## config.mk

```make
export PLATFORM = sky130hd
export DESIGN_NAME = countdown_timer_ctrl
export DESIGN_NICKNAME = d
export VERILOG_FILES = /design/src/rtl/countdown_timer_ctrl_pkg.sv /design/src/rtl/countdown_timer_ctrl_tick_prescaler.sv /design/src/rtl/countdown_timer_ctrl.sv
export SDC_FILE = /design/constraint.sdc
export NUM_CORES = 1
export LEC_CHECK = 0
export CAP_MARGIN = 5
export CORE_MARGIN = 3
export CORE_UTILIZATION = 30
export DETAILED_ROUTE_END_ITERATION = 7
export PLACE_DENSITY = 0.55
export SYNTH_ARGS = -nofsm -noshare
export SYNTH_HDL_FRONTEND = slang
export SYNTH_HIERARCHICAL = 1
export SYNTH_SLANG_ARGS = --single-unit
```

## constraint.sdc

```tcl
create_clock -name clk -period 5.27 [get_ports clk]
set_clock_uncertainty 0.15 [all_clocks]
set_input_delay 1.054 -clock clk [delete_from_list [all_inputs] [get_ports clk]]
set_output_delay 1.054 -clock clk [all_outputs]
set_load 0.02 [all_outputs]
```

## src/rtl/countdown_timer_ctrl_pkg.sv

```systemverilog
// -----------------------------------------------------------------------------
// countdown_timer_ctrl_pkg
//
// Shared definitions for the MM:SS countdown controller:
//   - cdt_state_e   : 3-bit controller state encoding
//   - DIGIT_MAX     : largest legal BCD digit from the keypad
//   - SEC_TENS_MAX  : largest legal tens-of-seconds digit
//   - *_LSB         : bit offsets of the four BCD fields in {min_t,min_u,sec_t,sec_u}
//   - LOADN_*       : per-digit active-low load patterns for the counter chain
//   - digit_at()    : extract one BCD field
//   - time_valid()  : range check of a complete MM:SS entry
// -----------------------------------------------------------------------------
package countdown_timer_ctrl_pkg;

  typedef enum logic [2:0] {
    ST_IDLE  = 3'd0,
    ST_LOAD  = 3'd1,
    ST_RUN   = 3'd2,
    ST_PAUSE = 3'd3,
    ST_DONE  = 3'd4,
    ST_CLEAR = 3'd5
  } cdt_state_e;

  localparam logic [3:0] DIGIT_MAX    = 4'd9;
  localparam logic [3:0] SEC_TENS_MAX = 4'd5;

  // Field offsets inside the 16-bit time word {min_t, min_u, sec_t, sec_u}.
  localparam int SEC_U_LSB = 0;
  localparam int SEC_T_LSB = 4;
  localparam int MIN_U_LSB = 8;
  localparam int MIN_T_LSB = 12;

  localparam logic [3:0] LOADN_ALL  = 4'h0;
  localparam logic [3:0] LOADN_NONE = 4'hF;

  function automatic logic [3:0] digit_at(input logic [15:0] v, input int lsb);
    return v[lsb +: 4];
  endfunction

  // A time word is loadable when every field is a decimal digit and the
  // tens-of-seconds field fits its mod-6 counter.
  function automatic logic time_valid(input logic [15:0] v);
    return (digit_at(v, SEC_U_LSB) <= DIGIT_MAX)    &&
           (digit_at(v, SEC_T_LSB) <= SEC_TENS_MAX) &&
           (digit_at(v, MIN_U_LSB) <= DIGIT_MAX)    &&
           (digit_at(v, MIN_T_LSB) <= DIGIT_MAX);
  endfunction

endpackage

```

## src/rtl/countdown_timer_ctrl_tick_prescaler.sv

```systemverilog
// -----------------------------------------------------------------------------
// tick_prescaler
//
// Free-running divide-by-TICK_DIV counter. Counts 0..TICK_DIV-1 while en is
// high and wraps; holds its value while en is low. sclr has priority over en
// and returns the count to zero. tick is high for the single enabled cycle
// in which the count sits at its terminal value (the wrap cycle).
//
// Ports
//   clk   in  1  clock, rising edge
//   clrn  in  1  asynchronous active-low reset
//   en    in  1  count enable
//   sclr  in  1  synchronous clear
//   tick  out 1  terminal-count strobe (combinational from count and en)
// -----------------------------------------------------------------------------
module tick_prescaler #(
  parameter int unsigned TICK_DIV = 50_000_000
) (
  input  logic clk,
  input  logic clrn,
  input  logic en,
  input  logic sclr,
  output logic tick
);

  localparam int unsigned CW = (TICK_DIV > 1) ? $clog2(TICK_DIV) : 1;
  localparam logic [CW-1:0] TERM = CW'(TICK_DIV - 1);

  logic [CW-1:0] cnt_q;
  logic [CW-1:0] cnt_d;

  assign tick = en && (cnt_q == TERM);

  always_comb begin
    cnt_d = cnt_q;
    if (sclr) begin
      cnt_d = '0;
    end else if (en) begin
      cnt_d = tick ? '0 : cnt_q + CW'(1);
    end
  end

  always_ff @(posedge clk or negedge clrn) begin
    if (!clrn) begin
      cnt_q <= '0;
    end else begin
      cnt_q <= cnt_d;
    end
  end

endmodule

```

## src/rtl/countdown_timer_ctrl.sv

```systemverilog
// -----------------------------------------------------------------------------
// countdown_timer_ctrl
//
// Controller for an MM:SS BCD countdown chain (sec_u mod10, sec_t mod6,
// min_u mod10, min_t mod10). Collects keypad digits into an entry buffer,
// range-checks the entry on start, parallel-loads the chain, issues one
// decrement enable per TICK_DIV clocks, supports pause/resume and raises an
// alarm once the chain reads 00:00.
//
// Build option
//   CDT_ALARM_TIMEOUT_EN : when defined, DONE ends by itself after ALARM_SECS
//                          prescaler wraps; otherwise the alarm holds until
//                          start or clear.
//
// Ports
//   clk           in  1   clock, rising edge
//   clrn          in  1   asynchronous active-low reset
//   key_valid     in  1   key strobe, key_data valid
//   key_data      in  4   BCD digit from keypad
//   start         in  1   strobe: start / resume
//   stop          in  1   strobe: pause
//   clear         in  1   strobe: abort and zero everything
//   cnt_zero_all  in  1   all four chain digits are zero
//   cnt_data      out 16  chain load value {min_t,min_u,sec_t,sec_u}
//   cnt_loadn     out 4   per-digit active-low load, [0]=sec_u
//   cnt_en        out 1   decrement enable into sec_u
//   entry         out 16  entry buffer for the display
//   running       out 1   high in RUN
//   paused        out 1   high in PAUSE
//   alarm         out 1   high in DONE
//   err           out 1   one-cycle pulse on a rejected start
//   dbg_state     out 3   current controller state (cdt_state_e encoding)
//
// Strobe semantics: key_valid, start, stop and clear are single-cycle
// strobes with no back-pressure; each is acted on in the cycle it is high or
// dropped. When several arrive together, clear > stop > start > key_valid.
//
// All outputs are registered from the next state, so they line up with the
// state register and cnt_en cannot glitch.
// -----------------------------------------------------------------------------
module countdown_timer_ctrl
  import countdown_timer_ctrl_pkg::*;
#(
  parameter int unsigned TICK_DIV   = 50_000_000,
  parameter int unsigned ALARM_SECS = 10
) (
  input  logic        clk,
  input  logic        clrn,
  input  logic        key_valid,
  input  logic [3:0]  key_data,
  input  logic        start,
  input  logic        stop,
  input  logic        clear,
  input  logic        cnt_zero_all,
  output logic [15:0] cnt_data,
  output logic [3:0]  cnt_loadn,
  output logic        cnt_en,
  output logic [15:0] entry,
  output logic        running,
  output logic        paused,
  output logic        alarm,
  output logic        err,
  output logic [2:0]  dbg_state
);

`ifdef CDT_ALARM_TIMEOUT_EN
  localparam bit ALARM_TIMEOUT_EN = 1'b1;
`else
  localparam bit ALARM_TIMEOUT_EN = 1'b0;
`endif

  localparam int unsigned ALARM_W = $clog2(ALARM_SECS + 1);

  // ---------------------------------------------------------------------------
  // Declarations
  // ---------------------------------------------------------------------------
  cdt_state_e   state_q, state_d;

  logic [15:0]  entry_q, entry_d;
  logic [15:0]  cnt_data_q, cnt_data_d;
  logic [3:0]   loadn_q, loadn_d;
  logic         cnt_en_q, cnt_en_d;
  logic         running_q, running_d;
  logic         paused_q, paused_d;
  logic         alarm_q, alarm_d;
  logic         err_q, err_d;

  logic [ALARM_W-1:0] alarm_cnt_q, alarm_cnt_d;

  logic         tick;
  logic         pre_en;
  logic         pre_sclr;
  logic         key_ok;
  logic         start_ok;
  logic         start_bad;
  logic         timeout_hit;

  // ---------------------------------------------------------------------------
  // Input decode
  // ---------------------------------------------------------------------------
  assign key_ok    = key_valid && (key_data <= DIGIT_MAX);
  // An all-zero entry is neither loadable nor an error: start is just ignored.
  assign start_ok  = (entry_q != 16'h0000) &&  time_valid(entry_q);
  assign start_bad = (entry_q != 16'h0000) && !time_valid(entry_q);

  // ---------------------------------------------------------------------------
  // Prescaler control
  // ---------------------------------------------------------------------------
  // In RUN the prescaler only advances when the controller stays in RUN, so a
  // stop freezes it at the value it had when stop arrived and resume picks the
  // second up from exactly there. A stop coinciding with the terminal count
  // therefore also swallows that tick.
  assign pre_en = ((state_q == ST_RUN) && !stop && !clear) ||
                  (ALARM_TIMEOUT_EN && (state_q == ST_DONE));

  // Cleared while loading/clearing, and on the way into DONE so the alarm
  // timeout measures whole seconds from the moment the alarm rises.
  assign pre_sclr = (state_q == ST_LOAD) || (state_q == ST_CLEAR) ||
                    ((state_q == ST_RUN) && (state_d == ST_DONE));

  tick_prescaler #(
    .TICK_DIV (TICK_DIV)
  ) u_prescaler (
    .clk  (clk),
    .clrn (clrn),
    .en   (pre_en),
    .sclr (pre_sclr),
    .tick (tick)
  );

  // ---------------------------------------------------------------------------
  // Alarm timeout: counts prescaler wraps while in DONE
  // ---------------------------------------------------------------------------
  always_comb begin
    alarm_cnt_d = alarm_cnt_q;
    if (state_q != ST_DONE) begin
      alarm_cnt_d = '0;
    end else if (tick) begin
      alarm_cnt_d = alarm_cnt_q + ALARM_W'(1);
    end
  end

  always_ff @(posedge clk or negedge clrn) begin
    if (!clrn) begin
      alarm_cnt_q <= '0;
    end else begin
      alarm_cnt_q <= alarm_cnt_d;
    end
  end

  assign timeout_hit = ALARM_TIMEOUT_EN && (state_q == ST_DONE) && tick &&
                       (alarm_cnt_q == ALARM_W'(ALARM_SECS - 1));

  // ---------------------------------------------------------------------------
  // FSM: state register
  // ---------------------------------------------------------------------------
  always_ff @(posedge clk or negedge clrn) begin
    if (!clrn) begin
      state_q <= ST_IDLE;
    end else begin
      state_q <= state_d;
    end
  end

  // ---------------------------------------------------------------------------
  // FSM: next-state logic
  // ---------------------------------------------------------------------------
  always_comb begin
    state_d = state_q;
    if (clear) begin
      state_d = ST_CLEAR;
    end else begin
      case (state_q)
        ST_IDLE: begin
          if (!stop && start && start_ok) begin
            state_d = ST_LOAD;
          end
        end
        ST_LOAD: begin
          state_d = ST_RUN;
        end
        ST_RUN: begin
          // Zero is only trusted while no decrement is in flight; cnt_en is
          // never raised at zero, so the chain cannot wrap to 59:59.
          if (stop) begin
            state_d = ST_PAUSE;
          end else if (cnt_zero_all && !cnt_en_q) begin
            state_d = ST_DONE;
          end
        end
        ST_PAUSE: begin
          if (!stop && start) begin
            state_d = ST_RUN;
          end
        end
        ST_DONE: begin
          if ((!stop && start) || timeout_hit) begin
            state_d = ST_CLEAR;
          end
        end
        ST_CLEAR: begin
          state_d = ST_IDLE;
        end
        default: begin
          state_d = ST_IDLE;
        end
      endcase
    end
  end

  // ---------------------------------------------------------------------------
  // FSM: output logic (next values of the registered outputs)
  // ---------------------------------------------------------------------------
  always_comb begin
    entry_d    = entry_q;
    cnt_data_d = cnt_data_q;
    loadn_d    = LOADN_NONE;
    err_d      = 1'b0;
    running_d  = (state_d == ST_RUN);
    paused_d   = (state_d == ST_PAUSE);
    alarm_d    = (state_d == ST_DONE);

    case (state_d)
      ST_LOAD: begin
        cnt_data_d = entry_q;
        loadn_d    = LOADN_ALL;
      end
      ST_CLEAR: begin
        cnt_data_d = '0;
        loadn_d    = LOADN_ALL;
        entry_d    = '0;
      end
      default: begin
      end
    endcase

    // Keypad and rejected-start handling only while idling; a pending stop
    // outranks start and keys even though stop has no effect in IDLE.
    if ((state_q == ST_IDLE) && (state_d == ST_IDLE) && !stop) begin
      if (start) begin
        err_d = start_bad;
      end else if (key_ok) begin
        entry_d = {entry_q[11:0], key_data};
      end
    end

    // One decrement per prescaler wrap, only while staying in RUN and never
    // with the chain at zero. LOAD and CLEAR are excluded by construction.
    cnt_en_d = (state_q == ST_RUN) && (state_d == ST_RUN) && tick && !cnt_zero_all;
  end

  // ---------------------------------------------------------------------------
  // Output registers
  // ---------------------------------------------------------------------------
  always_ff @(posedge clk or negedge clrn) begin
    if (!clrn) begin
      entry_q    <= '0;
      cnt_data_q <= '0;
      loadn_q    <= LOADN_NONE;
      cnt_en_q   <= 1'b0;
      running_q  <= 1'b0;
      paused_q   <= 1'b0;
      alarm_q    <= 1'b0;
      err_q      <= 1'b0;
    end else begin
      entry_q    <= entry_d;
      cnt_data_q <= cnt_data_d;
      loadn_q    <= loadn_d;
      cnt_en_q   <= cnt_en_d;
      running_q  <= running_d;
      paused_q   <= paused_d;
      alarm_q    <= alarm_d;
      err_q      <= err_d;
    end
  end

  assign entry     = entry_q;
  assign cnt_data  = cnt_data_q;
  assign cnt_loadn = loadn_q;
  assign cnt_en    = cnt_en_q;
  assign running   = running_q;
  assign paused    = paused_q;
  assign alarm     = alarm_q;
  assign err       = err_q;
  assign dbg_state = state_q;

endmodule

```

After elaboration in Yosys (flattened, before gate mapping)
Cells that the tools add are included.
- register bits: 70
- input bits: 11
- output and inout bits: 44
- word-level logic and storage cells: 76
- add/subtract/negate cells: 1
- magnitude comparators: 5
- eq/ne operators: 11
- muxes and demuxes: 18
- reductions and logical operators: 31
- operator list (operator ; count):
    2-to-1 mux 26 bit ; 3
    2-to-1 mux 16 bit ; 4
    case mux 16 bit (2 select lines) ; 1
    adder 26 x 1 -> 26 bit, second input constant ; 1
    == test 26 bit, second input constant ; 1
    logical AND 1 bit ; 18
    2-to-1 mux 3 bit ; 6
    less-or-equal comparator 4 bit, second input constant ; 4
    nonzero test 16 bit ; 1
    case mux 3 bit (5 select lines) ; 1
    == test 3 x 2 -> 1 bit, second input constant ; 4
    == test 3 bit, second input constant ; 4
    == test 3 x 1 -> 1 bit, second input constant ; 2
    logical NOT 3 bit ; 2
    logical NOT 1 bit ; 5
    less-or-equal comparator 4 x 3 -> 1 bit, second input constant ; 1
    2-to-1 mux 4 bit ; 1
    nonzero test 2 bit ; 2
    logical OR 1 bit ; 2
    2-to-1 mux 1 bit ; 2
    OR reduction 2 bit ; 1

Depth between registers and ports, before layout
Gate-level depths: netlist of the first run.
- depth in word-level cells: 14
- gate-level depth with buffers: 10
- depth with buffers taken out: 8

By module
Netlist of the first run, hierarchy kept.
- modules (own cells, without submodules) (module ; instances ; cells each ; area an instance (µm²) ; seq. area each (µm²)):
    countdown_timer_ctrl ; 1 ; 169 ; 1864.3 ; 1027.2
    tick_prescaler ; 1 ; 157 ; 1492.7 ; 650.6

Least setup slack after synthesis of the first run
No wires, ideal clock.
- path type: input -> register
- from: in stop
- to: reg u_prescaler.cnt_q[19]
- library setup time: 0.120 ns
- arrival: 2.638 ns
- data required time: 5.000 ns
- path slack: 2.362 ns
- stages on the path: 9
- path buffers: 1
- cells stage by stage: nor4b_2 nand3_1 o21ai_0 buf_2 o2111ai_1 nor4_2 nand4_1 xor2_1 nor2_2
- cells in the longest elaborated chain, start to end: 10
- elaborated cells between the ends (all ways): 19
- classes of those cells: 1 x eq/ne; 9 x mux; 9 x reduce/logical
- ends and longest elaborated chain (element ; line ; RTL):
    start, declared ; countdown_timer_ctrl.sv:52 ; input logic stop,
    logical NOT 1 bit ; countdown_timer_ctrl.sv:175, countdown_timer_ctrl.sv:192, countdown_timer_ctrl.sv:197 ;
    logical AND 1 bit ; countdown_timer_ctrl.sv:175, countdown_timer_ctrl.sv:192, countdown_timer_ctrl.sv:197 ;
    logical AND 1 bit ; countdown_timer_ctrl.sv:175 ; if (!stop && start && start_ok) begin
    2-to-1 mux 3 bit ; countdown_timer_ctrl.sv:175 ;
    case mux 3 bit (5 select lines) (*) ; countdown_timer_ctrl.sv:173 ; case (state_q)
    2-to-1 mux 3 bit (*) ; countdown_timer_ctrl.sv:170 ; if (clear) begin
    == test 3 bit (*) ; countdown_timer_ctrl.sv:119 ; ((state_q == ST_RUN) && (state_d == ST_DONE));
    logical AND 1 bit (*) ; countdown_timer_ctrl.sv:119 ;
    logical OR 1 bit (*) ; countdown_timer_ctrl.sv:118 ; assign pre_sclr = (state_q == ST_LOAD) || (state_q == ST_CLEAR) ||
    via pre_sclr ; countdown_timer_ctrl.sv:92 ; logic pre_sclr;
    2-to-1 mux 26 bit / nonzero test 2 bit (equally long branches) ; n/a ;
    end signal, assigned ; countdown_timer_ctrl_tick_prescaler.sv:47 ; cnt_q <= cnt_d;
    end, declared ; countdown_timer_ctrl_tick_prescaler.sv:29 ; logic [CW-1:0] cnt_q;
The timed path passes the listed nets; every way through them passes the cells marked *. The select of a mux whose other input is x is not followed.
A chain may end at the register's enable or synchronous reset.

Worst setup path after layout of the first run
- from: in clear
- to: reg u_prescaler.cnt_q[6]
- cells in the longest elaborated chain, start to end: 6
- elaborated cells between the ends (all ways): 11
- classes of those cells: 1 x eq/ne; 4 x mux; 6 x reduce/logical
- ends and longest elaborated chain (element ; line ; RTL):
    start, declared ; countdown_timer_ctrl.sv:53 ; input logic clear,
    logical NOT 1 bit (*) ; countdown_timer_ctrl.sv:113 ; assign pre_en = ((state_q == ST_RUN) && !stop && !clear) ||
    logical AND 1 bit (*) ; countdown_timer_ctrl.sv:113 ;
    via pre_en ; countdown_timer_ctrl.sv:91 ; logic pre_en;
    logical AND 1 bit ; countdown_timer_ctrl_tick_prescaler.sv:32 ; assign tick = en && (cnt_q == TERM);
    2-to-1 mux 26 bit ; countdown_timer_ctrl_tick_prescaler.sv:39 ; cnt_d = tick ? '0 : cnt_q + CW'(1);
    2-to-1 mux 26 bit ; countdown_timer_ctrl_tick_prescaler.sv:38 ; end else if (en) begin
    2-to-1 mux 26 bit ; countdown_timer_ctrl_tick_prescaler.sv:36 ; if (sclr) begin
Marks and branches as above.

==> results of run 1 <==
[layout by cell type (no fill, tap or decap), types with 4 or more instances in the layout]
cell type and count:
nand2b_1 4, o21ai_0 18, nor4_1 8, a32oi_1 17, xor2_1 14, nand2_1 11
dfrtp_1 66, clkdlybuf4s50_1 53, a22o_1 15, nor3_1 4, a21oi_1 6, inv_1 7
clkbuf_8 9, and2_1 7, nor2_1 30, nand3_1 32, and4_1 6, o21ai_1 6
and3_1 4, xnor2_1 6, nand4_1 10
[state kept, by name (all words and copies together) (netlist names)]
signal	cells
u_prescaler/cnt_q	26
cnt_data	16
entry	16
dbg_state	3
alarm	1
cnt_en	1
cnt_loadn	1
err	1
paused	1
running	1
[routing by layer]
metal	share of wire	track usage	vias to the layer above	wire (um)
met5	0	0	-	0
met4	0.015	0.04947	0	127
met3	0.047	0.03152	12	396
met2	0.46	0.2090	91	3892
met1	0.47	0.1997	1371	3980
li1	-	-	1316	-
[where the power goes]
| group | internal (mW) | total, mW | switching [mW] |
|---|---|---|---|
| Clock | 0.318 | 0.534 | 0.215 |
| Combinational | 0.0251 | 0.0754 | 0.0503 |
| Sequential | 0.518 | 0.523 | 0.00508 |
[path summary, 6_finish.rpt]
kind	from	endpoint	slack, ns	depth (start not counted)
hold reg to reg	cnt_data[7]$_DFFE_PN0N_	cnt_data[7]$_DFFE_PN0N_	0.36	1
setup reg to reg	dbg_state[0]$_DFF_PN0_	u_prescaler/cnt_q[6]$_DFFE_PN0P_	2.18	7
max in group asynchronous	clrn	cnt_loadn[2]$_DFF_PN1_	3.38	2
hold / removal	cnt_data[7]$_DFFE_PN0N_	cnt_data[7]$_DFFE_PN0N_	0.36	1
setup / recovery	clear	u_prescaler/cnt_q[6]$_DFFE_PN0P_	1.37	8
min in group asynchronous	clrn	u_prescaler/cnt_q[15]$_DFFE_PN0P_	0.62	1
[final cells by class]
| class | instances | area share |
|---|---|---|
| timing repair buffer | 57 | 0.1320 |
| inverter | 7 | 0.006213 |
| clock buffer | 9 | 0.02929 |
| sequential | 67 | 0.3967 |
| clock inverter | 7 | 0.02959 |
| multi-input combinational | 232 | 0.3660 |
| tap | 136 | 0.04024 |
[through the flow]
| stage | hold slack (ns) | std cells | setup WS (ns) | power (mW) |
|---|---|---|---|---|
| after global placement | 0.3326 | 499 | 1.228 | 0.6094 |
| after global routing | 0.3788 | 515 | 1.027 | 1.179 |
| after detailed placement | 0.3421 | 499 | 1.016 | 0.6095 |
| after floorplan | 0.3495 | 326 | 2.362 | 0.5737 |
| final | 0.3601 | 515 | 1.367 | 1.132 |
| after CTS | 0.3612 | 515 | 1.388 | 1.142 |
[cell families (layout without fill, tap and decap cells)]
group | after synthesis | after routing | synth area share
AO/OA/AOI/OAI | 69 | 69 | 0.1510
XOR/XNOR | 20 | 20 | 0.05218
adder cells (fa/ha/maj) | 2 | 2 | 0.007453
buffers and inverters | 27 | 80 | 0.03988
flip-flops | 67 | 67 | 0.4998
multiplexers | 2 | 2 | 0.006708
AND/OR/NAND/NOR | 139 | 139 | 0.2430
==> qor.yml, run 1 <==
grt_pass1_vias: 2829
dp_hpwl_um: 5750
syn_inst: 326
avgViaCountPerCell: 5.417
ctsHoldBuffers: 0
cts_tree: "done"
ir_drop_uv: 97.34
cts_buffer_depth: 2
min_period_ns: 3.903
cts.sinks: 67
num_rows: 37
path_buf_inv: 1
synthArstFlopShare: 1.000
post-route-period-util: 0.7407
drt_pass1_iterations: 4
grt_pass1_wl_um: 14550
ys_types: 49
critPathArrivalTime_ns: 3.93
crit_path_max_fanout: 20
drive_gt1_frac: 0.08971
fmax_mhz: 256.2
numCtsBuffers: 9
leakage_nw: 1.708
synthTopCellsByCount: "dfrtp_1, nand3_1, nor2_1"
path_clk_slew_ns: 0.07
fin_util: 0.3989
cp.required_ns: 5.30
portBuffers: 54
endpoint_kind: "flop"
seq_area_frac_synth: 0.4998
fp.dieW_um: 111.8
synth_edf_count: 0
vias: 2790
rsz0062_at_grt: "no"
synth_ff_type: "dfrtp_1"
antenna_left: 0
synth_area_leaders: "dfrtp_1, nand3_1, a32oi_1, a22o_1, xor2_1"
htreeDepth: 3
clk_latency_ns: 0.34
initial_core_util: 0.3167
cts_setup_buffers: 0
outcome: "completed"
netlist.top_cell.by_area: "dfrtp_1"
critPathLaunchType: "input pin"
diodes: 0
synth.most_common_cell: "dfrtp_1"
fill_cells: 1004
multi_input_area_sq_um: 1548
avgRoutedWirePerCell_um: 16.30
p_per_area_nw_per_um2: 267.6
maxCapViolCount: 0
path_cells: "clkdlybuf4s50_1 -> nor3_1 -> and2_1 -> nor4b_1 -> and4_1 -> nand2_1 -> nand2b_1 -> nor2_1"
place.gp.congestion: 0.8615
design_area_sq_um: 4229
final-setup-viol-count: 0
num_io_pins: 55
regArea_sq_um: 1678
cts.repair.resized: 0
max_stage_delay_ns: 0.61
overflow: 0
drt-initial-drc-count: 102
postSynthRegisterBits: 67
finalMaxSlewViolations: 0
synth_nets: 339
crit_family: "simple AND/OR/NAND/NOR gates"
grt_usage: 0.1401
min_path_type: "flop to flop"
area_delta_synth_final_pct: 25.98
core_area_sq_um: 10600
tns_ns: 0
path_class: "input pin to flop"
root_buffer: "clkbuf_8"
placed_area_sq_um: 3980
finalHoldViolCount: 0
drc_errors: 0
cpMaxStageDelayCell: "nand2b_1"
slew_headroom: 0.2061
drt-total-wl_um: 8396
die_area_sq_um: 12490
syn_area_per_cell_sq_um: 10.30
syn_area_sq_um: 3357
final_nets: 387
antenna_found_initial: 0
die_h_um: 111.8
synth_top_area_share: 0.4920
yosysWarningCount: 6
worst_pin_slew_ns: 1.190
grt_start_max_net_pins: 37
Note: power is estimated with default switching activity, not from simulation.
==> run 2, diff against run 1 <==
==> constraint.sdc (replaced) <==
create_clock -name clk -period 3.72 [get_ports clk]
set_clock_uncertainty 0.15 [all_clocks]
set_input_delay 0.744 -clock clk [delete_from_list [all_inputs] [get_ports clk]]
set_output_delay 0.744 -clock clk [all_outputs]
set_load 0.02 [all_outputs]
==> run 2 against run 1 <==
  * Core utilization is 0.63 points higher
  * Wire length is 2.9% higher
  * First-iteration DRC count grew 54%
  * Clock-buffer cell count grew 3
  * Non-clock buffer count grew 8
  * Critical endpoint is now u_prescaler/cnt_q[25]$_DFFE_PN0P_
  * Largest power group is now sequential cells
==> qor.yml, run 2 (same netlist as run 1, synthesis figures left out) <==
outcome: "completed"
mostFrequentLayoutCells: "dfrtp_1, clkdlybuf4s50_1, nand3_1, nor2_1, o21ai_0"
cpMaxStageDelayCell: "nor4_2"
drt-total-wl_um: 8641  # +2.9%
r2r_start: "dbg_state[0]$_DFF_PN0_"
path_clk_slew_ns: 0.07  # about the same
area_delta_synth_final_pct: 27.95
p_per_area_nw_per_um2: 371.5  # +39%
path_class: "input pin to flop"
initial_core_util: 0.3167  # unchanged
final_nets: 395  # +2.1%
cts.sinks: 67  # unchanged
avgRoutedWirePerCell_um: 16.52  # +1.3%
regMostFlops: "u_prescaler/cnt_q"
post-route-period-util: 0.7931
numCtsBuffers: 9  # unchanged
ctsHoldBuffers: 0  # unchanged
leakage_nw: 1.745  # +2.2%
max_stage_delay_ns: 0.51  # -0.10 ns
num_io_pins: 55  # unchanged
ir_drop_uv: 141.8  # +46%
diodes: 0  # unchanged
critPathArrivalTime_ns: 3.02  # -0.91 ns
reg2reg_slack_ns: 1.16  # -1.02 ns
cts_buffer_depth: 2  # unchanged
htreeDepth: 3  # unchanged
fmax_mhz: 339.0
die_h_um: 111.8  # unchanged
slew_headroom: 0.2229  # +0.01683
path_cells: "clkdlybuf4s50_1 -> nor4b_2 -> nand3_1 -> o21ai_0 -> o2111ai_1 -> nor4_2 -> nand4_1 -> xor2_1 -> nor2_2"
worst_r2r_endpoint: "u_prescaler/cnt_q[25]$_DFFE_PN0P_"
min_path_type: "input pin to async pin"
grt_usage: 0.1443  # +0.004220
min_period_ns: 2.950
rsz0062_at_grt: "no"
antenna_left: 0  # unchanged
tns_ns: 0  # unchanged
num_rows: 37  # unchanged
cts.repair.resized: 0  # unchanged
cts_setup_buffers: 0  # unchanged
core_area_sq_um: 10600  # unchanged
finalMaxSlewViolations: 0  # unchanged
vias: 2788  # -0.072%
drc_errors: 0  # unchanged
worst_pin_slew_ns: 1.164  # -0.02522 ns
fill_cells: 1024  # +2.0%
final_common_cell: "dfrtp_1"
drive_gt1_frac: 0.1034  # +0.01365
avgViaCountPerCell: 5.331  # -1.6%
root_buffer: "clkbuf_8"
maxCapViolCount: 0  # unchanged
fin_util: 0.4052  # +0.006255
antenna_found_initial: 0  # unchanged
finalHoldViolCount: 0  # unchanged
grt_pass1_vias: 2796  # -1.2%
critPathLaunchType: "input pin"
final-setup-viol-count: 0  # unchanged
portBuffers: 54  # unchanged
drt_pass1_iterations: 4  # unchanged
cts_tree: "done"
clk_latency_ns: 0.33  # about the same
overflow: 0  # unchanged
drt-initial-drc-count: 157  # +54%
grt_pass1_wl_um: 14930  # +2.6%
timing.hold.ws_ns: 0.3347  # -0.02540 ns
place.gp.congestion: 0.8209  # -4.7%
grt_start_max_net_pins: 37  # unchanged
fp.dieW_um: 111.8  # unchanged
crit_path_max_fanout: 5  # -75%
cp.required_ns: 3.79  # -1.51 ns
endpoint_kind: "flop"
dp_hpwl_um: 6008  # +4.5%
largest_register_ffs: 26  # unchanged
layout.cells.non_filler: 523  # +1.6%
dp_cells: 507  # +1.6%
reg2reg_depth: 8  # +1
die_area_sq_um: 12490  # unchanged
==> run 2: changes by cell type in the layout (fill, tap and decap cells not counted) <==
cell and delta:
buf_12 +1, buf_4 +7, clkbuf_1 +2, clkbuf_8 +1, clkinv_4 -3, clkinvlp_4 +1
inv_6 -1
==> run 2: cell type report <==
class / count / area [sq um] / area share
Tap cell: 136 / 170.2 / 0.03962
Timing Repair Buffer: 65 / 630.6 / 0.1468
Sequential cell: 67 / 1678 / 0.3906
Clock inverter: 4 / 97.59 / 0.02272
Clock buffer: 12 / 145.1 / 0.03379
Inverter: 7 / 26.28 / 0.006117
Multi-Input combinational cell: 232 / 1548 / 0.3603
==> run 2: worst max-delay path, delay by kind of cell <==
family          cells  cell delay (ns)
simple gates        5             1.26
compound gates      2             0.32
buf+inv             1             0.50
xor+xnor            1             0.21
==> run 2: stage by stage <==
| stage | power (mW) | cell area, sq um | worst slack, ns |
|---|---|---|---|
| global route | 1.658 | 4295 | 0.5852 |
| CTS | 1.614 | 4295 | 0.7953 |
| global placement | 0.8719 | 4053 | 0.5452 |
| detailed placement | 0.8733 | 4053 | 0.4758 |
| finish | 1.596 | 4295 | 0.7698 |
| floorplan | 0.8127 | 3357 | 1.122 |
==> run 2: how the worst max path moves through the flow <==
stage	startpoint	endpoint	slack, ns	depth (start not counted)
2_1_floorplan	stop	u_prescaler/cnt_q[19]$_DFFE_PN0P_	1.12	9
3_3_place_gp	stop	u_prescaler/cnt_q[25]$_DFFE_PN0P_	0.55	9
3_5_place_dp	stop	u_prescaler/cnt_q[25]$_DFFE_PN0P_	0.48	9
4_1_cts	stop	u_prescaler/cnt_q[25]$_DFFE_PN0P_	0.80	9
5_1_grt	stop	u_prescaler/cnt_q[25]$_DFFE_PN0P_	0.59	9
6_report	stop	u_prescaler/cnt_q[25]$_DFFE_PN0P_	0.77	9
==> run 2: power by group <==
| part | leakage [nW] | total [mW] | internal (mW) | switching, mW |
|---|---|---|---|---|
| registers | 0.925 | 0.742 | 0.734 | 0.00825 |
| clock network | 0.117 | 0.738 | 0.465 | 0.274 |
| logic | 0.703 | 0.115 | 0.0423 | 0.0731 |
==> run 2: layer usage <==
layer	wire (um)	part of all wire	global-route usage
met1	4079	0.47	0.2026
met2	4238	0.49	0.2266
met3	272	0.031	0.02989
met4	51	0.0059	0.03893
met5	0	0	0
==> run 3, diff against run 2 <==
==> constraint.sdc (replaced) <==
create_clock -name clk -period 2.96 [get_ports clk]
set_clock_uncertainty 0.15 [all_clocks]
set_input_delay 0.592 -clock clk [delete_from_list [all_inputs] [get_ports clk]]
set_output_delay 0.592 -clock clk [all_outputs]
set_load 0.02 [all_outputs]
==> run 3 against run 2 <==
  * Combinational power is 33% higher
  * Register-to-register slack worse by 0.59 ns
  * Largest power group unchanged
  * Clock-buffer cell count unchanged
  * Clock power decreased by 8.0%
  * Sequential cell count stayed put
  * Sequential share of layout area about the same
  * Critical path type unchanged
  * Sequential power is 26% higher
  * Die area unchanged
  * Highest routed layer unchanged
  * First-iteration DRC count down 9.6%
  * Global-route usage is 0.052 points higher
==> qor.yml, run 3 (same netlist as run 1, synthesis figures left out) <==
outcome: "completed"
cpMaxStageDelayCell: "clkdlybuf4s50_1"
avgViaCountPerCell: 5.325  # -0.12%
cts_tree: "done"
fp.dieW_um: 111.8  # unchanged
root_buffer: "clkbuf_8"
grt_pass1_vias: 2904  # +3.9%
critPathArrivalTime_ns: 2.69  # -0.33 ns
crit_path_max_fanout: 11  # +6
ir_drop_uv: 193.2  # +36%
reg2reg_slack_ns: 0.57  # -0.59 ns
min_period_ns: 2.621
p_switching_mw: 0.4553  # +28%
dp_hpwl_um: 6148  # +2.3%
cts_buffer_depth: 2  # unchanged
rsz0062_at_grt: "no"
fin_util: 0.4055  # about the same
cts_setup_buffers: 0  # unchanged
power.clock.fraction: 0.385  # -0.078
final_common_cell: "dfrtp_1"
num_rows: 37  # unchanged
p_per_area_nw_per_um2: 410.2  # +10%
timing.hold.ws_ns: 0.2287  # -0.1060 ns
core_area_sq_um: 10600  # unchanged
mostFrequentLayoutCells: "dfrtp_1, clkdlybuf4s50_1, nand3_1, nor2_1, buf_4"
min_path_type: "input pin to async pin"
slew_headroom: 0.3886  # +0.1657
path_cells: "clkdlybuf4s50_1 -> nor3_1 -> and2_1 -> nor4b_1 -> and4_1 -> nand2_1 -> nand2b_1 -> buf_4 -> nor2_1"
diodes: 0  # unchanged
worst_pin_slew_ns: 0.9170  # -0.2473 ns
combPwrFrac: 0.087  # +0.015
die_area_sq_um: 12490  # unchanged
maxCapViolCount: 0  # unchanged
swShare: 0.2582  # +0.03578
cts.sinks: 67  # unchanged
drt_pass1_iterations: 4  # unchanged
max_stage_delay_ns: 0.46  # -0.05 ns
antenna_left: 0  # unchanged
ctsHoldBuffers: 0  # unchanged
htreeDepth: 3  # unchanged
post-route-period-util: 0.8855
cts.repair.resized: 0  # unchanged
grt_usage: 0.1448  # +0.0005205
critPathLaunchType: "input pin"
antenna_found_initial: 0  # unchanged
cp.required_ns: 3.03  # -0.76 ns
final-setup-viol-count: 0  # unchanged
largest_register_ffs: 26  # unchanged
path_clk_slew_ns: 0.08  # about the same
grt_start_max_net_pins: 41  # +11%
drive_gt1_frac: 0.1259  # +0.02259
seq_power_share: 0.528  # +0.063
avgRoutedWirePerCell_um: 16.20  # -1.9%
initial_core_util: 0.3167  # unchanged
portBuffers: 54  # unchanged
area_delta_synth_final_pct: 28.07  # about the same
grt_pass1_wl_um: 14890  # -0.27%
drt-total-wl_um: 8636  # about the same
drt-initial-drc-count: 142  # -9.6%
power.internal_mw: 1.308  # +5.4%
drc_errors: 0  # unchanged
fmax_mhz: 381.5
place.gp.congestion: 0.9166  # +12%
regMostFlops: "u_prescaler/cnt_q"
vias: 2838  # +1.8%
finalHoldViolCount: 0  # unchanged
num_io_pins: 55  # unchanged
finalMaxSlewViolations: 0  # unchanged
leakage_nw: 1.766  # +1.2%
endpoint_kind: "flop"
die_h_um: 111.8  # unchanged
final_nets: 405  # +2.5%
numCtsBuffers: 9  # unchanged
path_class: "input pin to flop"
overflow: 0  # unchanged
clk_latency_ns: 0.34  # about the same
## run 3: per-stage QoR
step / cells / cell area [sq um] / setup slack (ns) / power (mW) / setup TNS (ns)
after floorplan: 326 / 3357 / 0.5139 / 1.021 / 0
after global placement: 517 / 4128 / 0.01599 / 1.104 / 0
after detailed placement: 517 / 4128 / -0.007802 / 1.105 / -0.04847
after CTS: 533 / 4299 / 0.3419 / 1.789 / 0
after global routing: 533 / 4299 / 0.08977 / 1.845 / 0
final: 533 / 4299 / 0.3389 / 1.763 / 0
## run 3: layout make-up
type                       count  area [sq um]
fill                        1037          6302
sequential                    67          1678
multi-input combinational    232          1548
timing repair buffer          75         705.7
tap                          136         170.2
clock buffer                  12         145.1
clock inverter                 4         26.28
inverter                       7         26.28
## run 3: power by group through the flow
stage                     clock [mW]  sequential [mW]  combinational, mW
after floorplan                    0            0.954             0.0671
after global placement             0            0.950              0.155
after detailed placement           0            0.949              0.156
after CTS                      0.701            0.932              0.156
after global routing           0.743            0.933              0.169
final                          0.679            0.932              0.153
## run 3: layer usage
metal / part of all wire / global-route usage / vias up
li1: - / - / 1351
met1: 0.47 / 0.2031 / 1407
met2: 0.48 / 0.2250 / 73
met3: 0.038 / 0.02446 / 7
met4: 0.0091 / 0.05272 / 0
met5: 0 / 0 / -
## run 3: worst paths after layout
path,end,from,cells past startpoint
max,u_prescaler/cnt_q[12]$_DFFE_PN0P_,stop,9
min,u_prescaler/cnt_q[11]$_DFFE_PN0P_,clrn,1
max reg2reg,u_prescaler/cnt_q[12]$_DFFE_PN0P_,dbg_state[0]$_DFF_PN0_,8
min reg2reg,cnt_data[7]$_DFFE_PN0N_,cnt_data[7]$_DFFE_PN0N_,1
min in group clk,cnt_data[7]$_DFFE_PN0N_,cnt_data[7]$_DFFE_PN0N_,1
max in group asynchronous,cnt_data[1]$_DFFE_PN0N_,clrn,2
## run 3: worst max-delay path: cells and delay by family
| family | cells | cell delay [ns] |
|---|---|---|
| buffers and inverters | 2 | 0.65 |
| AND/OR/NAND/NOR | 7 | 1.45 |
